--- src/rtl/assist_sequencer_pkg.sv ---
// assist_pkg: shared types and widths for the assist sequencer slice.
//   SCALE_W     - width of the assist scale value
//   scale_t     - assist scale value type
//   seq_state_t - sequencer FSM state encoding
package assist_pkg;

   localparam int unsigned SCALE_W = 3;

   typedef logic [SCALE_W-1:0] scale_t;

   typedef enum logic [1:0] {
      IDLE  = 2'd0,
      RAMP  = 2'd1,
      TRACK = 2'd2,
      BRAKE = 2'd3
   } seq_state_t;

endpackage

--- src/rtl/assist_sequencer_sync_edge.sv ---
// sync_edge: N-flop synchroniser with rising-edge detect and selectable reset value.
//   clk, rst_n - clock, asynchronous active-low reset
//   i_d        - asynchronous input
//   o_sync     - synchronised level (last flop)
//   o_rise     - one-cycle pulse on a synchronised rising edge
module sync_edge #(
   parameter int unsigned N       = 2,
   parameter logic        RST_VAL = 1'b0
) (
   input  logic clk,
   input  logic rst_n,
   input  logic i_d,
   output logic o_sync,
   output logic o_rise
);

   logic [N-1:0] r_ff;

   // Shift chain; r_ff[0] is the first (metastability-exposed) flop.
   always_ff @(posedge clk or negedge rst_n) begin
      if (!rst_n) r_ff <= {N{RST_VAL}};
      else        r_ff <= {r_ff[N-2:0], i_d};
   end

   assign o_sync = r_ff[N-1];
   assign o_rise = r_ff[N-2] & ~r_ff[N-1];

endmodule

--- src/rtl/assist_sequencer.sv ---
// assist_sequencer: rate-limits the rider-selected assist scale, zeroes it on
// brake and ramps it down when the rider stops pedaling.
//   clk, rst_n   - clock, asynchronous active-low reset
//   i_scale_tgt  - target assist scale (synchronous to clk)
//   i_cadence    - raw crank-sensor pulse (asynchronous)
//   i_brake_n    - raw brake lever, active-low (asynchronous)
//   o_scale_eff  - rate-limited effective scale (registered)
//   o_assist_on  - high when o_scale_eff != 0 (registered)
//   o_pedaling   - high while the idle timer is below IDLE_TO (registered)
// Build option: define ASSIST_BRAKE_LATCH_EN to hold BRAKE after lever release
// until a cadence rising edge is seen.
module assist_sequencer
   import assist_pkg::*;
#(
   parameter int unsigned RAMP_CYC = 4096,
   parameter int unsigned IDLE_TO  = 1048576
) (
   input  logic               clk,
   input  logic               rst_n,
   input  logic [SCALE_W-1:0] i_scale_tgt,
   input  logic               i_cadence,
   input  logic               i_brake_n,
   output logic [SCALE_W-1:0] o_scale_eff,
   output logic               o_assist_on,
   output logic               o_pedaling
);

   localparam int unsigned        STEP_W    = $clog2(RAMP_CYC);
   localparam int unsigned        IDLE_W    = $clog2(IDLE_TO + 1);
   localparam logic [STEP_W-1:0]  STEP_LAST = STEP_W'(RAMP_CYC - 1);
   localparam logic [IDLE_W-1:0]  IDLE_MAX  = IDLE_W'(IDLE_TO);

   logic              w_cad_rise;
   logic              w_cad_lvl_unused;
   logic              w_brk_n_s;
   logic              w_brk_rise_unused;
   logic              w_brk;

   logic [IDLE_W-1:0] r_idle_tmr;
   logic [IDLE_W-1:0] w_idle_nxt;
   logic              r_pedaling;

   seq_state_t        r_state;
   seq_state_t        w_state_nxt;
   scale_t            r_scale;
   scale_t            w_scale_nxt;
   scale_t            r_tgt_q;
   scale_t            w_tgt;
   logic [STEP_W-1:0] r_step_tmr;
   logic [STEP_W-1:0] w_step_nxt;
   logic              r_assist_on;

   // Input synchronisers
   sync_edge #(.N(3), .RST_VAL(1'b0)) u_cad_sync (
      .clk    (clk),
      .rst_n  (rst_n),
      .i_d    (i_cadence),
      .o_sync (w_cad_lvl_unused),
      .o_rise (w_cad_rise)
   );

   sync_edge #(.N(2), .RST_VAL(1'b1)) u_brk_sync (
      .clk    (clk),
      .rst_n  (rst_n),
      .i_d    (i_brake_n),
      .o_sync (w_brk_n_s),
      .o_rise (w_brk_rise_unused)
   );

   assign w_brk = ~w_brk_n_s;

   // Pedaling-inactivity timer, saturating at IDLE_TO
   always_comb begin
      w_idle_nxt = r_idle_tmr;
      if (w_cad_rise)                 w_idle_nxt = '0;
      else if (r_idle_tmr < IDLE_MAX) w_idle_nxt = r_idle_tmr + IDLE_W'(1);
   end

   // o_pedaling follows the timer value being loaded, so it is never stale
   always_ff @(posedge clk or negedge rst_n) begin
      if (!rst_n) begin
         r_idle_tmr <= IDLE_MAX;
         r_pedaling <= 1'b0;
      end else begin
         r_idle_tmr <= w_idle_nxt;
         r_pedaling <= (w_idle_nxt < IDLE_MAX);
      end
   end

   assign w_tgt = r_pedaling ? i_scale_tgt : '0;

   // Sequencer next-state, step timer and effective scale
   always_comb begin
      w_state_nxt = r_state;
      w_scale_nxt = r_scale;
      w_step_nxt  = r_step_tmr;
      case (r_state)
         IDLE: begin
            if (w_brk) begin
               w_state_nxt = BRAKE;
               w_scale_nxt = '0;
            end else if (w_tgt != '0) begin
               w_state_nxt = RAMP;
               w_step_nxt  = '0;
            end
         end
         RAMP: begin
            if (w_brk) begin
               w_state_nxt = BRAKE;
               w_scale_nxt = '0;
            end else if (r_scale == w_tgt) begin
               w_state_nxt = (w_tgt == '0) ? IDLE : TRACK;
            end else if (w_tgt != r_tgt_q) begin
               // Retarget restarts the step interval; direction is re-evaluated each step
               w_step_nxt = '0;
            end else if (r_step_tmr == STEP_LAST) begin
               w_step_nxt  = '0;
               w_scale_nxt = (w_tgt > r_scale) ? r_scale + SCALE_W'(1)
                                               : r_scale - SCALE_W'(1);
            end else begin
               w_step_nxt = r_step_tmr + STEP_W'(1);
            end
         end
         TRACK: begin
            if (w_brk) begin
               w_state_nxt = BRAKE;
               w_scale_nxt = '0;
            end else if (w_tgt != r_scale) begin
               w_state_nxt = RAMP;
               w_step_nxt  = '0;
            end
         end
         BRAKE: begin
            w_scale_nxt = '0;
`ifdef ASSIST_BRAKE_LATCH_EN
            if (!w_brk && w_cad_rise) w_state_nxt = IDLE;
`else
            if (!w_brk) w_state_nxt = IDLE;
`endif
         end
         default: begin
            w_state_nxt = IDLE;
            w_scale_nxt = '0;
         end
      endcase
   end

   always_ff @(posedge clk or negedge rst_n) begin
      if (!rst_n) begin
         r_state     <= IDLE;
         r_scale     <= '0;
         r_step_tmr  <= '0;
         r_tgt_q     <= '0;
         r_assist_on <= 1'b0;
      end else begin
         r_state     <= w_state_nxt;
         r_scale     <= w_scale_nxt;
         r_step_tmr  <= w_step_nxt;
         r_tgt_q     <= w_tgt;
         r_assist_on <= (w_scale_nxt != '0);
      end
   end

   assign o_scale_eff = r_scale;
   assign o_assist_on = r_assist_on;
   assign o_pedaling  = r_pedaling;

endmodule

--- config.mk ---
export PLATFORM = sky130hd
export DESIGN_NAME = assist_sequencer
export DESIGN_NICKNAME = d
export VERILOG_FILES = /design/src/rtl/assist_sequencer_pkg.sv /design/src/rtl/assist_sequencer_sync_edge.sv /design/src/rtl/assist_sequencer.sv
export SDC_FILE = /design/constraint.sdc
export NUM_CORES = 1
export LEC_CHECK = 0
export BUFFER_PORTS_ARGS = -buffer_cell sky130_fd_sc_hd__clkbuf_2
export CORE_UTILIZATION = 50
export DETAILED_ROUTE_END_ITERATION = 12
export PLACE_DENSITY = 0.71
export SKIP_CTS_REPAIR_TIMING = 1
export SYNTH_ARGS = -nofsm -noshare
export SYNTH_HDL_FRONTEND = slang
export SYNTH_SLANG_ARGS = --single-unit
--- constraint.sdc ---
create_clock -name clk -period 2.8 [get_ports clk]
set_clock_uncertainty 0.05 [all_clocks]
set_input_delay 0.28 -clock clk [delete_from_list [all_inputs] [get_ports clk]]
set_output_delay 0.28 -clock clk [all_outputs]
set_load 0.01 [all_outputs]
# Word-level counts from Yosys, hierarchy flattened
# Index checks and enable logic that the tools add are counted.
# op_classes
addsub	4
n_lt_le_gt_ge	3
eq_ne	17
muxes	28
n_bitwise	2
reduce_logical	8
# op_table
cell	count
2-to-1 mux 12 bit	8
less-than comparator 21 bit, second input constant	2
2-to-1 mux 21 bit	2
one-hot mux 12 bit (3 select lines)	1
adder 21 x 1 -> 21 bit, second input constant	1
2-to-1 mux 3 bit	7
2-to-1 mux 2 bit	8
adder 12 x 1 -> 12 bit, second input constant	1
equality test 12 bit, second input constant	1
inequality test 3 bit, second input constant	3
one-hot mux 3 bit (3 select lines)	1
nonzero test 3 bit	3
inequality test 2 x 1 -> 1 bit, second input constant	4
one-hot mux 2 bit (4 select lines)	1
AND reduction 7 bit	1
inequality test 2 bit, second input constant	3
inequality test 3 bit	2
equality test 2 bit, second input constant	2
AND reduction 4 bit	1
adder 3 x 1 -> 3 bit, second input constant	1
equality test 3 bit	1
greater-than comparator 3 bit	1
zero test 3 bit	1
subtractor 3 x 1 -> 3 bit, second input constant	1
5 further kinds	5
# word_totals
ff_bits	48
inputBits	7
out_inout_bits	5

# Depth between registers and ports, before layout
# Gate-level depths: netlist of the first run.
# logic_depth
word_depth	9
mapped_depth	12
ltp_nobuf	11

# Modules after synthesis
# A second synthesis of the first run with hierarchy kept.
# hier_totals
hier_cells	266
hier_area_um2	2560.0
# by_module_without_submodules
module	instances	cells_per_inst	area_per_inst_um2
assist_sequencer	1	259	2404.8
sync_edge at u_cad_sync	1	4	88.8
sync_edge at u_brk_sync	1	3	66.3

# Worst setup path before layout of the first run
# Ideal clock, no wire load.
# synth_timing
path_kind	reg2reg
startpoint	reg r_pedaling (netlist: o_pedaling)
endpoint	reg r_assist_on (netlist: o_assist_on)
arrival_ps	2718
slack_ps	-104
path_stages_with_launch	13
cell_sequence	dfrtp_1 -> clkbuf_8 -> and2_1 -> ha_1 -> nor3b_1 -> a22oi_1 -> nand2_1 -> fa_1 -> nor4bb_1 -> a32o_1 -> a211oi_1 -> a311o_1 -> nand4b_1
# synth_via
elab_chain_len	9
elab_cells_between_ends	11
classes_between	1 x order compare; 2 x eq/ne; 7 x mux; 1 x reduce/logical
# synth_rtl
item	line_no	source
start: declaration	assist_sequencer.sv:41	logic r_pedaling;
start signal: assignment	assist_sequencer.sv:86	r_pedaling <= (w_idle_nxt < IDLE_MAX);
2-to-1 mux 3 bit (*)	assist_sequencer.sv:90	assign w_tgt = r_pedaling ? i_scale_tgt : '0;
via w_tgt[2]	assist_sequencer.sv:48	scale_t w_tgt;
greater-than comparator 3 bit	assist_sequencer.sv:118	w_scale_nxt = (w_tgt > r_scale) ? r_scale + SCALE_W'(1)
2-to-1 mux 3 bit	assist_sequencer.sv:118	
2-to-1 mux 3 bit	assist_sequencer.sv:116	end else if (r_step_tmr == STEP_LAST) begin
2-to-1 mux 3 bit	assist_sequencer.sv:113	end else if (w_tgt != r_tgt_q) begin
2-to-1 mux 3 bit (*)	assist_sequencer.sv:111	end else if (r_scale == w_tgt) begin
2-to-1 mux 3 bit (*)	assist_sequencer.sv:108	if (w_brk) begin
one-hot mux 3 bit (3 select lines) (*)	assist_sequencer.sv:97	case (r_state)
nonzero test 3 bit (*)	assist_sequencer.sv:160	r_assist_on <= (w_scale_nxt != '0);
end signal: assignment	assist_sequencer.sv:160	
end: declaration	assist_sequencer.sv:51	logic r_assist_on;
# Mark *: on every way through the listed nets, which the timed path passes. The rest lies on a longest branch.
# A chain may end at the register's enable or synchronous reset.

# Worst setup path in the final report of the first run
# Same ends and word-level chain as after synthesis.

==> results.md, run 1 <==
- Worst path top cell family by delay: compound AO/OA/AOI/OAI gates
- Die Area: 5630 um^2
- RSZ-0062 raised after global routing: yes
- Vias in the first global route: 1,919
- # clock sinks: 48
- Num ports: 12
- DRT Pass-1 Iters: 4
- Commonest cells after routing, fill and taps aside: dfrtp_1, nor2_1, nand2_1
- Most common cell after layout, fill and taps aside: dfrtp_1
- # port buffers: 11
- Yosys reg bits: 48
- CTS buffer count: 5
- RePlAce Congestion: 0.832
- Crit path max fanout: 4
- Syn Nets: 292
- Overall routing resource usage: 20.8%
- Synth async-reset ratio: 100%
- Pin count of the biggest net entering global routing: 49
- Total Power: 1.45 mW
- Clk buf depth: 2
- Avg Cell Area, Syn: 9.52 um^2
- Clock Root Buffer: clkbuf_8
- Final Hold Vio Count: 0
- Setup WS pre-CTS: 0.0213 ns
- Antenna Cells: 0
- Max-slew headroom: 33.3%
- CORE AREA: 5110 um^2
- Power per cell area: 488 nW/um^2
- Share of layout cells above drive strength 1: 18.4%
- Initial antenna violation count: 0
- Clock power frac: 37.6%
- CP max stage cell: dfrtp_1
- Final setup viols: 0
- NetSw: 0.346 mW
- DR WL/cell: 14.4 um
- Fin worst setup slack: 0.0825 ns
- CTS H-Tree Depth: 2
- CP Class: reg2reg
- VDD IR-drop max: 0.000404 V
- Row cnt: 26
- Gr ovfl total: 0
- CP arrival: 2.85 ns
- Remaining DRCs: 0
- First-pass GRT wire length: 8890 um
- Max incr delay on CP: 0.40 ns
- Sequential fraction of the synthesis area: 45.2%
- Lkg Pwr: 1.34 nW
- DRT antenna net count: 0
- Sequential share of power: 51.8%
- Maxcap violations: 0
- Final Max Slew Viols: 0
- CP required: 2.93 ns
- Die height: 75.0 um
- Initial DRC count: 130
- Post-Synthesis Cells: 280
- Top_reg_cell synth: dfrtp_1
- Clk_lat worst skew: 0.30 ns
- Crit path cell chain: and2_4 > ha_4 > nor3b_1 > a22oi_2 > nand2_1 > fa_2 > buf_4 > a32o_1 > a211oi_2 > a311o_1 > nand4b_1
- Ys Warns: 0
- Initial core utilization: 52.2%
- DR vias: 2,049
- Status: complete, no violations
- Setup tns final: 0 ns
- Setup crit end kind: register
- Max Clock Freq: 0.368 GHz
- Total wire length: 5240 um
- Post-route minimum period: 2.72 ns
- Int Power: 1.10 mW
- Hold Crit Class: in2async
- Distinct cell type count after synthesis: 64
- Clock transition at the registers of the reported paths: 0.09 ns
- Power share of the combinational group: 10.6%
- Period utilisation layout: 97.1%
- Fill cell count: 464
- CTS tree: yes
- Via/cell ratio: 5.63
- Worst Tran Pin Value: 0.999 ns
- Die X: 75.0 um
- Syn-to-layout area delta: 11.4%
- Detail Placement HPWL: 3620 um
- NumNets Final: 305
- Switching part of the total: 23.9%
- Number of synthesized flops with an enable pin: 0
- Startpoint Class: register
- WP buf/inv: 1
- Cell Area, Synth: 2670 um^2
power by group through the flow:
stage          Combinational [mW]  Sequential (mW)  Clock (mW)
6_report                    0.153            0.752       0.545
5_1_grt                     0.174            0.756       0.592
4_1_cts                     0.148            0.752       0.561
3_5_place_dp                0.147            0.766           0
3_3_place_gp                0.143            0.764           0
2_1_floorplan               0.108            0.756           0
final timing paths:
| check | startpoint | end | slack, ns | cells after the start |
|---|---|---|---|---|
| max | o_pedaling$_DFF_PN0_ | o_assist_on$_DFF_PN0_ | 0.08 | 11 |
| min | rst_n | r_tgt_q[2]$_DFF_PN0_ | 0.01 | 2 |
| max reg2reg | o_pedaling$_DFF_PN0_ | o_assist_on$_DFF_PN0_ | 0.08 | 11 |
| min reg2reg | u_cad_sync.r_ff[0]$_DFF_PN0_ | u_cad_sync.r_ff[1]$_DFF_PN0_ | 0.30 | 0 |
| max in group asynchronous | rst_n | r_idle_tmr[2]$_DFFE_PN0P_ | 2.27 | 2 |
| min in group clk | i_brake_n | u_brk_sync.r_ff[0]$_DFF_PN1_ | 0.01 | 1 |
registers in the layout, summed over array words and instances, names as in the netlist:
register	count
o_assist_on	1
o_pedaling	1
o_scale_eff	3
r_idle_tmr	21
r_state	2
r_step_tmr	12
r_tgt_q	3
u_brk_sync.r_ff	2
u_cad_sync.r_ff	3
routing by layer:
layer	up-vias	global-route usage (%)	wire length, um
li1	1023	-	-
met1	972	28.5	2460
met2	44	33.5	2460
met3	10	3.75	229
met4	0	6.92	85
met5	-	0	0
layout make-up:
type / instances / area [um^2] / share of cell area (%)
multi-input combinational: 205 / 1380 / 46.4
sequential: 48 / 1200 / 40.6
timing repair buffer: 20 / 123 / 4.13
clock buffer: 7 / 96.3 / 3.24
tap: 70 / 87.6 / 2.95
inverter: 13 / 48.8 / 1.64
clock inverter: 1 / 30.0 / 1.01
cells by family (layout without fill, tap and decap cells):
kind of cell	count (synthesis)	after routing	share of synthesized area [%]
AOI/OAI and AO/OA	49	49	14.0
and+or+nand+nor	128	128	25.6
DFF	48	48	45.2
xor gates and xnor gates	20	20	6.57
buffers and inverters	27	41	4.83
adders and majority gates	5	5	2.63
muxes	3	3	1.17
synth_stat cells, types with 3 or more instances:
| cell | n | area share (%) |
|---|---|---|
| a211oi_1 | 3 | 0.84 |
| a21oi_1 | 7 | 1.3 |
| a31oi_1 | 4 | 0.94 |
| and2_1 | 3 | 0.70 |
| and2_2 | 3 | 0.84 |
| and3_1 | 11 | 2.6 |
| and3b_1 | 3 | 0.99 |
| clkbuf_1 | 9 | 1.3 |
| dfrtp_1 | 45 | 42 |
| dfstp_2 | 3 | 3.0 |
| ha_1 | 4 | 1.9 |
| inv_1 | 13 | 1.8 |
| nand2_1 | 20 | 2.8 |
| nand3_1 | 15 | 2.8 |
| nand4_1 | 9 | 2.1 |
| nor2_1 | 39 | 5.5 |
| o21ai_0 | 5 | 0.94 |
| o2bb2ai_1 | 6 | 2.0 |
| xnor2_1 | 4 | 1.3 |
| xor2_1 | 16 | 5.3 |
through the flow:
| step | hold WS (ns) | utilization (%) | area, um^2 | std cells |
|---|---|---|---|---|
| 4_1_cts | 0.000804 | 57.2 | 2920 | 361 |
| 3_3_place_gp | 0.282 | 54.7 | 2790 | 353 |
| 6_report | 0.0117 | 58.1 | 2970 | 364 |
| 2_1_floorplan | -0.0656 | - | 2690 | 280 |
| 5_1_grt | 0.000491 | 58.1 | 2970 | 364 |
| 3_5_place_dp | 0.286 | 54.7 | 2790 | 353 |
No activity file was read; power rests on OpenSTA's default activity.
==> run 2, diff against run 1 <==
Settings changed: CORE_MARGIN from default to 2, REMOVE_ABC_BUFFERS from default to 1.
==> run 2 against run 1 <==
Net effect: sequential cell count unchanged; via count increased by 1.5%; wire length increased by 2.7%; total power decreased by 2.5%; critical path depth unchanged; maximum frequency increased by 2.8%; first-iteration DRC count decreased by 0.77%; combinational power increased by 3%; non-clock buffer count increased by 6; cell count increased by 1.6%; utilization increased by 0.12 points; clock power decreased by 7.9%; critical endpoint unchanged; largest power group unchanged.
==> results.md, run 2 (synthesis gave the netlist of run 1 again) <==
- Period utilisation layout: 94.4%
- CP max stage cell: dfrtp_1
- Power per cell area: 472 nW/um^2
- Top reg by flops: r_idle_tmr
- Die height: 77.0 um
- Clock Root Buffer: clkbuf_8
- Final instance area: 2990 um^2
- Total wire length: 5380 um
- Int Power: 1.06 mW
- Reg2reg end: o_assist_on$_DFF_PN0_
- Vias in the first global route: 2,045
- Biggest regs: r_idle_tmr (21), r_step_tmr (12)
- First-pass GRT wire length: 9620 um
- Initial DRC count: 129
- Most common cell after layout, fill and taps aside: dfrtp_1
- Status: complete, no violations
- R2r setup slk: 0.16 ns
- # clock sinks: 48
- Sequential share of power: 53.3%
- Setup WS pre-CTS: -0.0622 ns
- Placed cell count: 361
- DR WL/cell: 14.5 um
- Pin count of the biggest net entering global routing: 49
- Final Max Slew Viols: 0
- Die X: 77.0 um
- CP required: 2.93 ns
- Clk_lat worst skew: 0.30 ns
- CTS H-Tree Depth: 2
- Remaining DRCs: 0
- Switching part of the total: 25.3%
- FF-to-FF Start: o_pedaling$_DFF_PN0_
- Hold Crit Class: in2async
- Syn-to-layout area delta: 12.3%
- DR vias: 2,079
- CP Class: reg2reg
- Setup crit end kind: register
- Post-route minimum period: 2.64 ns
- WP buf/inv: 0
- RePlAce Congestion: 0.934
- CP arrival: 2.78 ns
- NumNets Final: 311
- Crit path cell chain: and2_4 > ha_4 > nor3b_1 > a22oi_1 > nand2_1 > fa_2 > nor4bb_1 > a32o_1 > a211oi_2 > a311o_1 > nand4b_1
- Gr ovfl total: 0
- Fill cell count: 475
- Antenna Cells: 0
- Clk buf depth: 2
- Initial antenna violation count: 0
- Row cnt: 26
- Placed inst area: 2830 um^2
- Via/cell ratio: 5.62
- VDD IR-drop max: 0.000325 V
- Initial core utilization: 51.9%
- CORE AREA: 5140 um^2
- Cell Count, Final, Fillers Out: 370
- CTS buffer count: 5
- Clock power frac: 35.5%
- Share of layout cells above drive strength 1: 19.7%
- Startpoint Class: register
- Power share of the combinational group: 11.1%
- # port buffers: 11
- Overall routing resource usage: 20.0%
- Worst Tran Pin Value: 0.617 ns
- Lkg Pwr: 1.36 nW
- Maxcap violations: 0
- Commonest cells after routing, fill and taps aside: dfrtp_1, nor2_1, nand2_1
- NetSw: 0.357 mW
- Detail Placement HPWL: 3670 um
- DRT Pass-1 Iters: 4
- Max-slew headroom: 58.9%
- Num ports: 12
- Max Clock Freq: 0.378 GHz
- Worst Reg2Reg Path Length in Cells: 11
- Clock transition at the registers of the reported paths: 0.10 ns
- Crit path max fanout: 5
- RSZ-0062 raised after global routing: no
- DRT antenna net count: 0
- Final setup viols: 0
- Worst path top cell family by delay: compound AO/OA/AOI/OAI gates
- CTS tree: yes
- Max FFs per register: 21
- Fin worst setup slack: 0.156 ns
- Max incr delay on CP: 0.42 ns
- Die Area: 5930 um^2
- Final Hold Vio Count: 0
run 2: area by class of cell:
type | count | area (um^2) | area share, %
Sequential cell | 48 | 1200 | 40.2
Clock inverter | 3 | 42.5 | 1.42
Clock buffer | 5 | 68.8 | 2.30
Timing Repair Buffer | 26 | 168 | 5.60
Inverter | 13 | 48.8 | 1.63
Tap cell | 70 | 87.6 | 2.93
Multi-Input combinational cell | 205 | 1370 | 45.9
run 2: worst max-delay path by stage:
stage / startpoint / end / slack [ns] / cells after the start
2_1_floorplan: o_pedaling$_DFF_PN0_ / o_assist_on$_DFF_PN0_ / -0.05 / 11
3_3_place_gp: o_pedaling$_DFF_PN0_ / o_assist_on$_DFF_PN0_ / 0.01 / 11
3_5_place_dp: o_pedaling$_DFF_PN0_ / o_assist_on$_DFF_PN0_ / -0.06 / 11
4_1_cts: o_pedaling$_DFF_PN0_ / o_assist_on$_DFF_PN0_ / -0.10 / 11
5_1_grt: o_pedaling$_DFF_PN0_ / o_assist_on$_DFF_PN0_ / 0.05 / 11
6_report: o_pedaling$_DFF_PN0_ / o_assist_on$_DFF_PN0_ / 0.16 / 11
run 2: through the flow:
step	hold WS [ns]	utilization [%]	total power, mW	setup TNS (ns)
finish	0.0110	58.3	1.41	0
global route	0.00752	58.3	1.48	0
CTS	0.0157	57.3	1.42	-0.161
detailed placement	0.286	55.1	0.915	-0.0820
global placement	0.282	55.1	0.910	0
floorplan	-0.0656	-	0.855	-0.0515
run 2: worst reg2reg max path: cells and delay by family, from the launching register on:
family,cells,cell delay [ns]
flip-flops,1,0.42
AO/OA/AOI/OAI,4,0.81
adder cells (fa/ha/maj),2,0.59
AND/OR/NAND/NOR,5,0.66
run 2: metal layers:
metal / up-vias / part of all wire [%] / track usage, %
met5: - / 0 / 0
li1: 1027 / - / -
met4: 0 / 1.8 / 6.43
met1: 994 / 48 / 27.1
met3: 10 / 3.9 / 3.88
met2: 48 / 47 / 32.5
run 2: power by group through the flow:
stage	Sequential, mW	Clock, mW	Combinational [mW]
2_1_floorplan	0.759	0	0.0956
4_1_cts	0.753	0.520	0.151
6_report	0.754	0.502	0.158
3_5_place_dp	0.766	0	0.149
3_3_place_gp	0.764	0	0.146
5_1_grt	0.758	0.546	0.178
